--- src/rtl/quad_step_decoder.sv ---
// Quadrature front end: synchronises and debounces qa/qb, decodes Gray transitions into step/dir pulses and keeps a wrapping count.
// Define QSD_ERR_DETECT_EN to latch err on double-bit (illegal) transitions; otherwise err is tied to 0.
module quad_step_decoder #(
  parameter int CNT_W       = 3,
  parameter int SYNC_STAGES = 2,  // minimum 2
  parameter int FILT_LEN    = 4   // minimum 1
) (
  input  logic             clk,
  input  logic             rst_n,
  input  logic             en,
  input  logic             clr,
  input  logic             qa,
  input  logic             qb,
  output logic             step,
  output logic             dir,
  output logic [CNT_W-1:0] count,
  output logic             err
);

  localparam int FW = (FILT_LEN > 1) ? $clog2(FILT_LEN) : 1;
  localparam int IW = $clog2(SYNC_STAGES + 1);
  localparam logic [FW-1:0] FILT_LAST = FW'(FILT_LEN - 1);
  localparam logic [IW-1:0] INIT_LAST = IW'(SYNC_STAGES);

  typedef enum logic {
    ST_INIT = 1'b0,
    ST_RUN  = 1'b1
  } state_t;

  state_t                      state_q, state_d;
  logic [IW-1:0]               init_cnt_q, init_cnt_d;
  logic [1:0]                  raw;
  logic [1:0][SYNC_STAGES-1:0] sync_q, sync_d;
  logic [1:0]                  synced;
  logic [1:0]                  filt_q, filt_d;
  logic [1:0][FW-1:0]          fcnt_q, fcnt_d;
  logic [1:0]                  prev_q, prev_d;
  logic                        step_q, step_d;
  logic                        dir_q, dir_d;
  logic [CNT_W-1:0]            count_q, count_d;
  logic [1:0]                  delta;
  logic                        is_up;
  logic                        is_dn;
`ifdef QSD_ERR_DETECT_EN
  logic                        err_q, err_d;
  logic                        is_bad;
`endif

  // Position along the up sequence 00->10->11->01; a difference of 2 means both bits moved.
  function automatic logic [1:0] gray_pos(input logic [1:0] ab);
    case (ab)
      2'b00:   gray_pos = 2'd0;
      2'b10:   gray_pos = 2'd1;
      2'b11:   gray_pos = 2'd2;
      default: gray_pos = 2'd3;
    endcase
  endfunction

  assign raw   = {qa, qb};
  assign delta = gray_pos(filt_q) - gray_pos(prev_q);
  assign is_up = (delta == 2'd1);
  assign is_dn = (delta == 2'd3);
`ifdef QSD_ERR_DETECT_EN
  assign is_bad = (delta == 2'd2);
`endif

  always_comb begin
    sync_d = sync_q;
    synced = '0;
    for (int ch = 0; ch < 2; ch++) begin
      sync_d[ch] = {sync_q[ch][SYNC_STAGES-2:0], raw[ch]};
      synced[ch] = sync_q[ch][SYNC_STAGES-1];
    end
  end

  always_comb begin
    state_d    = state_q;
    init_cnt_d = init_cnt_q;
    filt_d     = filt_q;
    fcnt_d     = fcnt_q;
    prev_d     = prev_q;
    step_d     = 1'b0;
    dir_d      = dir_q;
    count_d    = count_q;
`ifdef QSD_ERR_DETECT_EN
    err_d      = err_q;
`endif
    case (state_q)
      ST_INIT: begin
        // Filter and prev both follow the synchroniser so RUN starts with no pending transition.
        filt_d = synced;
        prev_d = synced;
        fcnt_d = '0;
        if (init_cnt_q == INIT_LAST) begin
          state_d    = ST_RUN;
          init_cnt_d = '0;
        end else begin
          init_cnt_d = init_cnt_q + IW'(1);
        end
      end
      ST_RUN: begin
        for (int ch = 0; ch < 2; ch++) begin
          if (synced[ch] == filt_q[ch]) begin
            fcnt_d[ch] = '0;
          end else if (fcnt_q[ch] == FILT_LAST) begin
            filt_d[ch] = synced[ch];
            fcnt_d[ch] = '0;
          end else begin
            fcnt_d[ch] = fcnt_q[ch] + FW'(1);
          end
        end
        // prev keeps tracking with en low so re-enabling never replays old motion.
        prev_d = filt_q;
        if (en) begin
          if (is_up) begin
            step_d  = 1'b1;
            dir_d   = 1'b1;
            count_d = count_q + CNT_W'(1);
          end else if (is_dn) begin
            step_d  = 1'b1;
            dir_d   = 1'b0;
            count_d = count_q - CNT_W'(1);
          end
`ifdef QSD_ERR_DETECT_EN
          if (is_bad) begin
            err_d = 1'b1;
          end
`endif
        end
      end
    endcase
    if (clr) begin
      count_d = '0;
`ifdef QSD_ERR_DETECT_EN
      err_d   = 1'b0;
`endif
    end
  end

  always_ff @(posedge clk or negedge rst_n) begin
    if (!rst_n) begin
      state_q    <= ST_INIT;
      init_cnt_q <= '0;
      sync_q     <= '0;
      filt_q     <= '0;
      fcnt_q     <= '0;
      prev_q     <= '0;
      step_q     <= 1'b0;
      dir_q      <= 1'b0;
      count_q    <= '0;
    end else begin
      state_q    <= state_d;
      init_cnt_q <= init_cnt_d;
      sync_q     <= sync_d;
      filt_q     <= filt_d;
      fcnt_q     <= fcnt_d;
      prev_q     <= prev_d;
      step_q     <= step_d;
      dir_q      <= dir_d;
      count_q    <= count_d;
    end
  end

`ifdef QSD_ERR_DETECT_EN
  always_ff @(posedge clk or negedge rst_n) begin
    if (!rst_n) begin
      err_q <= 1'b0;
    end else begin
      err_q <= err_d;
    end
  end
  assign err = err_q;
`else
  assign err = 1'b0;
`endif

  assign step  = step_q;
  assign dir   = dir_q;
  assign count = count_q;

endmodule

--- config.mk ---
export PLATFORM = sky130hd
export DESIGN_NAME = quad_step_decoder
export DESIGN_NICKNAME = d
export VERILOG_FILES = /design/src/rtl/quad_step_decoder.sv
export SDC_FILE = /design/constraint.sdc
export NUM_CORES = 1
export LEC_CHECK = 0
export BUFFER_PORTS_ARGS = -buffer_cell sky130_fd_sc_hd__buf_4
export CAP_MARGIN = 10
export CORE_MARGIN = 4
export CORE_UTILIZATION = 51
export DETAILED_ROUTE_END_ITERATION = 10
export HOLD_SLACK_MARGIN = 0.05
export PLACE_DENSITY = 0.79
export SYNTH_ARGS = -nofsm -noshare
export SYNTH_HDL_FRONTEND = slang
export SYNTH_SLANG_ARGS = --single-unit
--- constraint.sdc ---
create_clock -name clk -period 2.86 [get_ports clk]
set_input_delay 0.286 -clock clk [delete_from_list [all_inputs] [get_ports clk]]
set_output_delay 0.286 -clock clk [all_outputs]
set_load 0.02 [all_outputs]
==> impl_metrics.prom, run 1 <==
# TYPE chip_impl_metric gauge
chip_impl_info{name="run_status",value="finished, final reports clean"} 1
chip_impl_metric{name="fmaxAchievable",unit="MHz"} 459
chip_impl_info{name="synth_flop_cell",value="sky130_fd_sc_hd__dfrtp_1"} 1
chip_impl_info{name="worstHoldPathType",value="in -> reg"} 1
chip_impl_info{name="critPathSlowestCell",value="sky130_fd_sc_hd__dfrtp_1"} 1
chip_impl_info{name="crit_path_cell_trace",value="xnor2_1 > ha_1 > xor3_2 > nor2_1 > fa_1 > xor2_1 > or3_1 > a21oi_1"} 1
chip_impl_metric{name="finalClockSkew",unit="ns"} 0.00416
chip_impl_metric{name="antenna_violations_before_repair",unit=""} 0
chip_impl_metric{name="final.period_utilization",unit=""} 0.761
chip_impl_metric{name="timing.max_cap.violations",unit=""} 0
chip_impl_metric{name="stdcell_area",unit="sq um"} 970
chip_impl_metric{name="area.growth.synth_to_final",unit="%"} 15.5
chip_impl_metric{name="grt_pass1_vias",unit=""} 511
chip_impl_metric{name="first_pass_grt_wire_length",unit="um"} 2040
chip_impl_metric{name="drt_first_iter_violations",unit=""} 1
chip_impl_metric{name="fp.coreArea",unit="sq um"} 1520
chip_impl_metric{name="initial_utilization",unit=""} 0.551
chip_impl_info{name="worstSetupEndpointType",value="flop"} 1
chip_impl_metric{name="drt_pre_antenna_iters",unit=""} 2
chip_impl_metric{name="final_net_count",unit=""} 91
chip_impl_metric{name="place_area",unit="sq um"} 923
chip_impl_metric{name="design.die.area",unit="sq um"} 2360
chip_impl_metric{name="synthesis.instances",unit=""} 67
chip_impl_metric{name="clock_tree.buffer_depth",unit=""} 2
chip_impl_metric{name="setup-tns-final",unit="ns"} 0
chip_impl_metric{name="cts.sink_count",unit=""} 20
chip_impl_metric{name="die-width",unit="um"} 48.6
chip_impl_metric{name="cts_buffers",unit=""} 3
chip_impl_metric{name="synth_largest_type_area_fraction",unit=""} 0.596
chip_impl_metric{name="power_density",unit="nW/um^2"} 1110
chip_impl_metric{name="critPathMaxFanout",unit=""} 5
chip_impl_info{name="grt_setup_unrepaired",value="no"} 1
chip_impl_metric{name="timing.final.setup_violations",unit=""} 0
chip_impl_metric{name="via_count",unit=""} 482
chip_impl_info{name="post-synth-top-count-cell",value="sky130_fd_sc_hd__dfrtp_1"} 1
chip_impl_metric{name="drt_drc_violations_left",unit=""} 0
chip_impl_metric{name="netlist_area",unit="sq um"} 840
chip_impl_metric{name="synth-seq-area-share",unit=""} 0.596
chip_impl_metric{name="route.detailed.wl_per_inst",unit="um"} 11.6
chip_impl_metric{name="crit_path_dat",unit="ns"} 2.40
chip_impl_info{name="synth.area.top_cells",value="sky130_fd_sc_hd__dfrtp_1 (60%), sky130_fd_sc_hd__mux2_2 (5.4%), sky130_fd_sc_hd__ha_1 (4.5%)"} 1
chip_impl_metric{name="timing_max_transition_violations_final",unit=""} 0
chip_impl_metric{name="grt_remaining_overflow",unit=""} 0
chip_impl_metric{name="post_cts_buffers",unit=""} 0
chip_impl_metric{name="postSynthRegisterBits",unit=""} 20
chip_impl_metric{name="cts_htree_levels",unit=""} 1
chip_impl_info{name="rr_startpoint",value="filt_q[0]$_DFFE_PN0P_"} 1
chip_impl_metric{name="ys_warn_count",unit=""} 0
chip_impl_info{name="clockRootBuffer",value="sky130_fd_sc_hd__clkbuf_4"} 1
chip_impl_metric{name="grtUsageTotal",unit=""} 0.108
chip_impl_metric{name="syn_avg_cell_area",unit="sq um"} 12.5
chip_impl_metric{name="vdd.ir_drop.worst",unit="mV"} 0.636
chip_impl_metric{name="grt_max_degree",unit=""} 21
chip_impl_metric{name="drive_above_1_share",unit=""} 0.250
chip_impl_info{name="critical_path.startpoint",value="filt_q[0]$_DFFE_PN0P_"} 1
chip_impl_metric{name="critical_path.max_stage_delay",unit="ns"} 0.45
chip_impl_metric{name="net_count_synth",unit=""} 77
chip_impl_info{name="startpoint_type",value="flop"} 1
chip_impl_info{name="tritoncts",value="built"} 1
chip_impl_metric{name="diodes",unit=""} 0
chip_impl_metric{name="crit_required",unit="ns"} 3.08
chip_impl_metric{name="avgViaCountPerCell",unit=""} 5.02
chip_impl_metric{name="layout_min_cycle_time",unit="ns"} 2.18
chip_impl_info{name="worstSetupPathType",value="reg -> reg"} 1
chip_impl_metric{name="io_buffer_count",unit=""} 10
chip_impl_info{name="timing.critical_path.max_delay_family",value="adder cells"} 1
chip_impl_metric{name="timing_hold_violations_final",unit=""} 0
chip_impl_info{name="post-synth-top-area-cell",value="sky130_fd_sc_hd__dfrtp_1"} 1
chip_impl_metric{name="synth_edf_count",unit=""} 0
chip_impl_metric{name="path_buf_inv",unit=""} 0
chip_impl_metric{name="detail-route-antenna-nets",unit=""} 0
chip_impl_metric{name="synthDistinctLibCells",unit=""} 22
chip_impl_metric{name="synthArstFlopShare",unit=""} 1.00
chip_impl_info{name="min-delay-start",value="qa"} 1
chip_impl_metric{name="std_cell_rows",unit=""} 14
chip_impl_metric{name="gpl.final_weighted_congestion",unit=""} 0.747
chip_impl_info{name="post_synth_most_frequent_cells",value="sky130_fd_sc_hd__dfrtp_1 (20), sky130_fd_sc_hd__nor2_1 (6), sky130_fd_sc_hd__nand2_1 (5)"} 1
chip_impl_metric{name="die-height",unit="um"} 48.6
chip_impl_metric{name="drt-total-wl",unit="um"} 1120
chip_impl_metric{name="ioPinCount",unit=""} 12
chip_impl_metric{name="cts_clock_pin_slew_for_the_worst_setup_and_hold_paths",unit="ns"} 0.10
chip_impl_metric{name="hpwl",unit="um"} 842
chip_impl_metric{name="clkLatencyLatePin",unit="ns"} 0.29
chip_impl_metric{name="leakage_power_figure",unit="nW"} 0.494
## path summary, 6_finish.rpt
check	end	slack, ns	depth (start not counted)
max in group asynchronous	sync_q[1]$_DFF_PN0_	2.27	2
hold / removal	sync_d[3]$_DFF_PN0_	0.1	1
setup / recovery	count[2]$_DFFE_PN0P_	0.68	8
setup reg to reg	count[2]$_DFFE_PN0P_	0.68	8
hold reg to reg	sync_q[1]$_DFF_PN0_	0.36	0
min in group asynchronous	prev_q[0]$_DFF_PN0_	0.39	2
## area by class of cell
class / count / area [sq um]
clock buffers: 4 / 36.3
fillers: 127 / 554
multi-input cells: 41 / 313
well taps: 16 / 20.0
flip-flops and latches: 20 / 500
repair buffers: 11 / 85.1
inverters: 4 / 15.0
## registers in the layout (all words and copies together), names as in the netlist
register	flops
fcnt_q	4
count	3
filt_q	2
init_cnt_q	2
prev_q	2
sync_d	2
sync_q	2
dir	1
state_q	1
step	1
## through the flow
step | power [mW] | hold WS [ns] | utilization | instances | setup slack, ns
after CTS | 1.10 | 0.0886 | 0.636 | 96 | 0.662
after global placement | 0.919 | 0.171 | 0.606 | 91 | 0.743
after global routing | 1.19 | 0.0758 | 0.636 | 96 | 0.594
final | 1.08 | 0.0988 | 0.636 | 96 | 0.684
after floorplan | 0.819 | -0.00959 | - | 67 | 0.826
after detailed placement | 0.938 | 0.174 | 0.606 | 91 | 0.688
## metal layers
| metal | vias to the layer above | GRT usage | wire [um] |
|---|---|---|---|
| met3 | 4 | 0.0215 | 42 |
| met4 | 0 | 0.0673 | 23 |
| met2 | 7 | 0.178 | 539 |
| met1 | 227 | 0.128 | 512 |
| met5 | - | 0 | 0 |
| li1 | 244 | - | - |
## repair_timing
action	in CTS	in global routing
gates resized for setup	0	0
hold buffers	1	0
hold endpoints to repair	20	0
## cells in the final DEF (no fill, tap or decap), drive strengths merged, types with 3 or more instances in the layout
cell	instances
mux2	4
xor2	3
nand2	5
xnor2	3
nor2	6
ha	3
inv	4
buf	10
dfrtp	20
clkbuf	4
## cell families after synthesis
group | Yosys count | synth area share
compound gates | 6 | 0.0417
simple gates | 19 | 0.112
xor+xnor | 7 | 0.0924
other cells | 1 | 0.00447
buf+inv | 6 | 0.0313
flops | 20 | 0.596
fa+ha+maj | 4 | 0.0686
mux | 4 | 0.0536
## power breakdown
part	leakage, nW	internal [mW]	switching, mW
clock	0.0210	0.0775	0.0779
sequential	0.247	0.364	0.0524
combinational	0.227	0.264	0.245
total	0.494	0.705	0.375
(Power assumes the default switching activity.)
==> run 2: changes to the inputs <==
--- a/config.mk
+++ b/config.mk
@@ -5,10 +5,11 @@
 export SDC_FILE = /design/constraint.sdc
 export NUM_CORES = 1
 export LEC_CHECK = 0
+export ABC_AREA = 1
 export BUFFER_PORTS_ARGS = -buffer_cell sky130_fd_sc_hd__buf_4
 export CAP_MARGIN = 10
 export CORE_MARGIN = 4
-export CORE_UTILIZATION = 51
+export CORE_UTILIZATION = 49
 export DETAILED_ROUTE_END_ITERATION = 10
 export HOLD_SLACK_MARGIN = 0.05
 export PLACE_DENSITY = 0.79
==> constraint.sdc (replaced) <==
create_clock -name clk -period 1.9 [get_ports clk]
set_input_delay 0.19 -clock clk [delete_from_list [all_inputs] [get_ports clk]]
set_output_delay 0.19 -clock clk [all_outputs]
set_load 0.02 [all_outputs]
==> run 2 against run 1 <==
First-iteration DRC count decreased by 100%; synthesized cell count increased by 28%; cell area grew 16%; clock-buffer cell count did not move; combinational power increased by 130%; utilization is 1.7 points higher.
==> impl_metrics.prom, run 2 <==
# TYPE chip_impl_metric gauge
chip_impl_info{name="grt_setup_unrepaired",value="yes"} 1
chip_impl_metric{name="drive_above_1_share",unit=""} 0.358
chip_impl_metric{name="setup-tns-final",unit="ns"} 0
chip_impl_metric{name="power.share.switching",unit=""} 0.403
chip_impl_metric{name="synth_edf_count",unit=""} 0
chip_impl_metric{name="cts_buffers",unit=""} 3
chip_impl_metric{name="r2r_slack",unit="ns"} 0.009
chip_impl_metric{name="std_cell_rows",unit=""} 15
chip_impl_metric{name="grt_remaining_overflow",unit=""} 0
chip_impl_metric{name="netlist_area",unit="sq um"} 890
chip_impl_metric{name="timing.max_cap.violations",unit=""} 0
chip_impl_metric{name="combinationalPowerShare",unit=""} 0.576
chip_impl_info{name="tritoncts",value="built"} 1
chip_impl_info{name="highest_metal_used",value="met4"} 1
chip_impl_metric{name="multiInputGateArea",unit="sq um"} 343
chip_impl_metric{name="grtUsageTotal",unit=""} 0.144
chip_impl_metric{name="pre_cts_ws",unit="ns"} -0.0772
chip_impl_metric{name="ys_warn_count",unit=""} 0
chip_impl_metric{name="design_power_total",unit="mW"} 2.05
chip_impl_metric{name="synth-seq-area-share",unit=""} 0.563
chip_impl_metric{name="critPathMaxFanout",unit=""} 2
chip_impl_metric{name="clock_power_share",unit=""} 0.121
chip_impl_metric{name="dpl.cell_count",unit=""} 125
chip_impl_metric{name="grt_max_degree",unit=""} 21
chip_impl_metric{name="postSynthRegisterBits",unit=""} 20
chip_impl_metric{name="syn_avg_cell_area",unit="sq um"} 10.3
chip_impl_metric{name="synthArstFlopShare",unit=""} 1.00
chip_impl_metric{name="clock_tree.buffer_depth",unit=""} 2
chip_impl_metric{name="initial_utilization",unit=""} 0.515
chip_impl_info{name="mostFrequentLayoutCells",value="sky130_fd_sc_hd__dfrtp_1 (20), sky130_fd_sc_hd__buf_4 (16), sky130_fd_sc_hd__nand2_1 (13), sky130_fd_sc_hd__inv_1 (10), sky130_fd_sc_hd__o21ai_0 (6)"} 1
chip_impl_info{name="worstSetupEndpointType",value="flop"} 1
chip_impl_metric{name="io_buffer_count",unit=""} 10
chip_impl_metric{name="seq_power_share",unit=""} 0.302
chip_impl_metric{name="first_pass_grt_wire_length",unit="um"} 2690
chip_impl_metric{name="timing.final.setup_violations",unit=""} 0
chip_impl_info{name="worstSetupPathType",value="reg -> reg"} 1
chip_impl_metric{name="cts_clock_pin_slew_for_the_worst_setup_and_hold_paths",unit="ns"} 0.11
chip_impl_metric{name="route.detailed.wl_per_inst",unit="um"} 11.6
chip_impl_metric{name="via_count",unit=""} 621
chip_impl_info{name="critPathMostFrequentCell",value="sky130_fd_sc_hd__inv_2"} 1
chip_impl_metric{name="grt_pass1_vias",unit=""} 644
chip_impl_metric{name="met2RoutedLength",unit="um"} 815
chip_impl_metric{name="drt-total-wl",unit="um"} 1560
chip_impl_info{name="startpoint_type",value="flop"} 1
chip_impl_metric{name="clkLatencyLatePin",unit="ns"} 0.30
chip_impl_metric{name="p_switching",unit="mW"} 0.826
chip_impl_metric{name="synthesis.instances",unit=""} 86
chip_impl_info{name="regMostFlops",value="fcnt_q"} 1
chip_impl_info{name="synth_flop_cell",value="sky130_fd_sc_hd__dfrtp_1"} 1
chip_impl_info{name="post_synth_most_frequent_cells",value="sky130_fd_sc_hd__dfrtp_1 (20), sky130_fd_sc_hd__nand2_1 (13), sky130_fd_sc_hd__inv_1 (12)"} 1
chip_impl_metric{name="path_buf_inv",unit=""} 3
chip_impl_metric{name="stdcell_area",unit="sq um"} 1130
chip_impl_metric{name="finalClockSkew",unit="ns"} 0.00558
chip_impl_metric{name="diodes",unit=""} 0
chip_impl_metric{name="avgViaCountPerCell",unit=""} 4.63
chip_impl_metric{name="cts.sink_count",unit=""} 20
chip_impl_metric{name="synthDistinctLibCells",unit=""} 21
chip_impl_metric{name="power_density",unit="nW/um^2"} 1820
chip_impl_metric{name="fillcell_total",unit=""} 139
chip_impl_metric{name="drt_first_iter_violations",unit=""} 0
chip_impl_metric{name="leakage_power_figure",unit="nW"} 0.564
chip_impl_metric{name="detail-route-antenna-nets",unit=""} 0
chip_impl_metric{name="area.sequential",unit="sq um"} 500
chip_impl_info{name="mostFrequentLayoutCell",value="sky130_fd_sc_hd__dfrtp_1"} 1
chip_impl_metric{name="timing_hold_violations_final",unit=""} 0
chip_impl_metric{name="ioPinCount",unit=""} 12
chip_impl_metric{name="crit_path_dat",unit="ns"} 2.13
chip_impl_metric{name="net_count_synth",unit=""} 96
chip_impl_metric{name="fp.coreArea",unit="sq um"} 1730
chip_impl_metric{name="timing_max_transition_violations_final",unit=""} 0
chip_impl_info{name="timing.critical_path.max_delay_family",value="adder cells"} 1
chip_impl_metric{name="layout_min_cycle_time",unit="ns"} 1.89
chip_impl_info{name="post-synth-top-area-cell",value="sky130_fd_sc_hd__dfrtp_1"} 1
chip_impl_metric{name="postLayoutSetupSlackWorst",unit="ns"} 0.00949
chip_impl_metric{name="hpwl",unit="um"} 1130
chip_impl_metric{name="die-height",unit="um"} 50.6
chip_impl_metric{name="design.die.area",unit="sq um"} 2560
chip_impl_metric{name="place_area",unit="sq um"} 1030
chip_impl_metric{name="fmaxAchievable",unit="MHz"} 529
chip_impl_info{name="clockRootBuffer",value="sky130_fd_sc_hd__clkbuf_4"} 1
chip_impl_metric{name="antenna_violations_before_repair",unit=""} 0
chip_impl_metric{name="largest_reg_flops",unit=""} 4
chip_impl_metric{name="final_net_count",unit=""} 120
chip_impl_metric{name="drt_pre_antenna_iters",unit=""} 1
chip_impl_metric{name="drt_drc_violations_left",unit=""} 0
chip_impl_metric{name="area.growth.synth_to_final",unit="%"} 26.7
chip_impl_metric{name="amount_of_wire_on_met3_after_detailed_routing",unit="um"} 57
chip_impl_info{name="rr_startpoint",value="prev_q[1]$_DFF_PN0_"} 1
chip_impl_info{name="worstHoldPathType",value="in -> reg"} 1
chip_impl_info{name="synth.area.top_cells",value="sky130_fd_sc_hd__dfrtp_1 (56%), sky130_fd_sc_hd__nand2_1 (5.5%), sky130_fd_sc_hd__inv_1 (5.1%)"} 1
chip_impl_metric{name="final.period_utilization",unit=""} 0.995
chip_impl_metric{name="wl_met1",unit="um"} 661
chip_impl_metric{name="layoutNonFillerInstCount",unit=""} 134
chip_impl_info{name="critPathSlowestCell",value="sky130_fd_sc_hd__dfrtp_1"} 1
chip_impl_info{name="min-delay-start",value="en"} 1
chip_impl_metric{name="critical_path.max_stage_delay",unit="ns"} 0.40
chip_impl_metric{name="synth_largest_type_area_fraction",unit=""} 0.563
chip_impl_metric{name="crit_required",unit="ns"} 2.14
chip_impl_info{name="post-synth-top-count-cell",value="sky130_fd_sc_hd__dfrtp_1"} 1
chip_impl_metric{name="gpl.final_weighted_congestion",unit=""} 0.851
chip_impl_metric{name="vdd.ir_drop.worst",unit="mV"} 0.953
chip_impl_info{name="crit_path_cell_trace",value="xor2_1 > ha_2 > inv_2 > nand3_2 > inv_2 > fa_2 > xnor2_2 > nand3_1 > nand2_1 > inv_1 > a21oi_2"} 1
chip_impl_info{name="run_status",value="finished, final reports clean"} 1
chip_impl_info{name="critical_path.startpoint",value="prev_q[1]$_DFF_PN0_"} 1
chip_impl_metric{name="die-width",unit="um"} 50.6
chip_impl_metric{name="cts_htree_levels",unit=""} 1
chip_impl_metric{name="total_internal_power",unit="mW"} 1.22
[run 2: layout make-up]
type	instances	area share
Inverter	15	0.0499
Tap cell	25	0.0277
Sequential cell	20	0.444
Multi-Input combinational cell	50	0.304
Clock buffer	4	0.0322
Timing Repair Buffer	20	0.142
[run 2: cells by family after synthesis]
kind of cell,share of synthesized area
compound gates,0.0858
xor+xnor,0.0492
fa+ha+maj,0.0647
buf+inv,0.0717
flops,0.563
other cells,0.00422
simple gates,0.162
[run 2: stage by stage]
step / hold slack [ns] / util
after floorplan: -0.106 / -
after global placement: 0.0789 / 0.594
after detailed placement: 0.0813 / 0.594
after CTS: 0.229 / 0.649
after global routing: 0.224 / 0.653
final: 0.221 / 0.653
[run 2: final timing paths]
check                                       endpoint  depth (start not counted)
worst min register to register   sync_q[3]$_DFF_PN0_                          0
min in group asynchronous        fcnt_q[2]$_DFF_PN0_                          2
worst max-delay path            count[2]$_DFFE_PN0P_                         11
max in group asynchronous        prev_q[1]$_DFF_PN0_                          2
worst min-delay path                  step$_DFF_PN0_                          3
worst max register to register  count[2]$_DFFE_PN0P_                         11
[run 2: what timing repair did]
item,CTS,global route
pin swaps,3,1
setup buffers,0,1
gates resized for setup,6,0
hold endpoints to repair,23,0
endpoints found under the setup margin,1,1
hold buffers,4,0
gates cloned,0,0
[run 2: layer usage]
layer	track usage	vias to the layer above
met4	0.0538	0
met3	0.0386	5
met1	0.169	299
li1	-	308
met2	0.250	9
met5	0	-
[run 2: power by group through the flow]
| stage | combinational, mW | clock [mW] | sequential, mW |
|---|---|---|---|
| 2_1_floorplan | 0.658 | 0 | 0.672 |
| 3_3_place_gp | 1.03 | 0 | 0.619 |
| 3_5_place_dp | 1.09 | 0 | 0.628 |
| 4_1_cts | 1.18 | 0.252 | 0.622 |
| 5_1_grt | 1.31 | 0.272 | 0.634 |
| 6_report | 1.18 | 0.248 | 0.619 |
[run 2: worst register-to-register path: cells and delay by family, from the launching register on]
kind	cells	cell delay, ns
xor gates and xnor gates	2	0.32
buffers and inverters	3	0.12
DFF	1	0.40
and+or+nand+nor	3	0.23
AOI/OAI and AO/OA	1	0.11
adders and majority gates	2	0.66
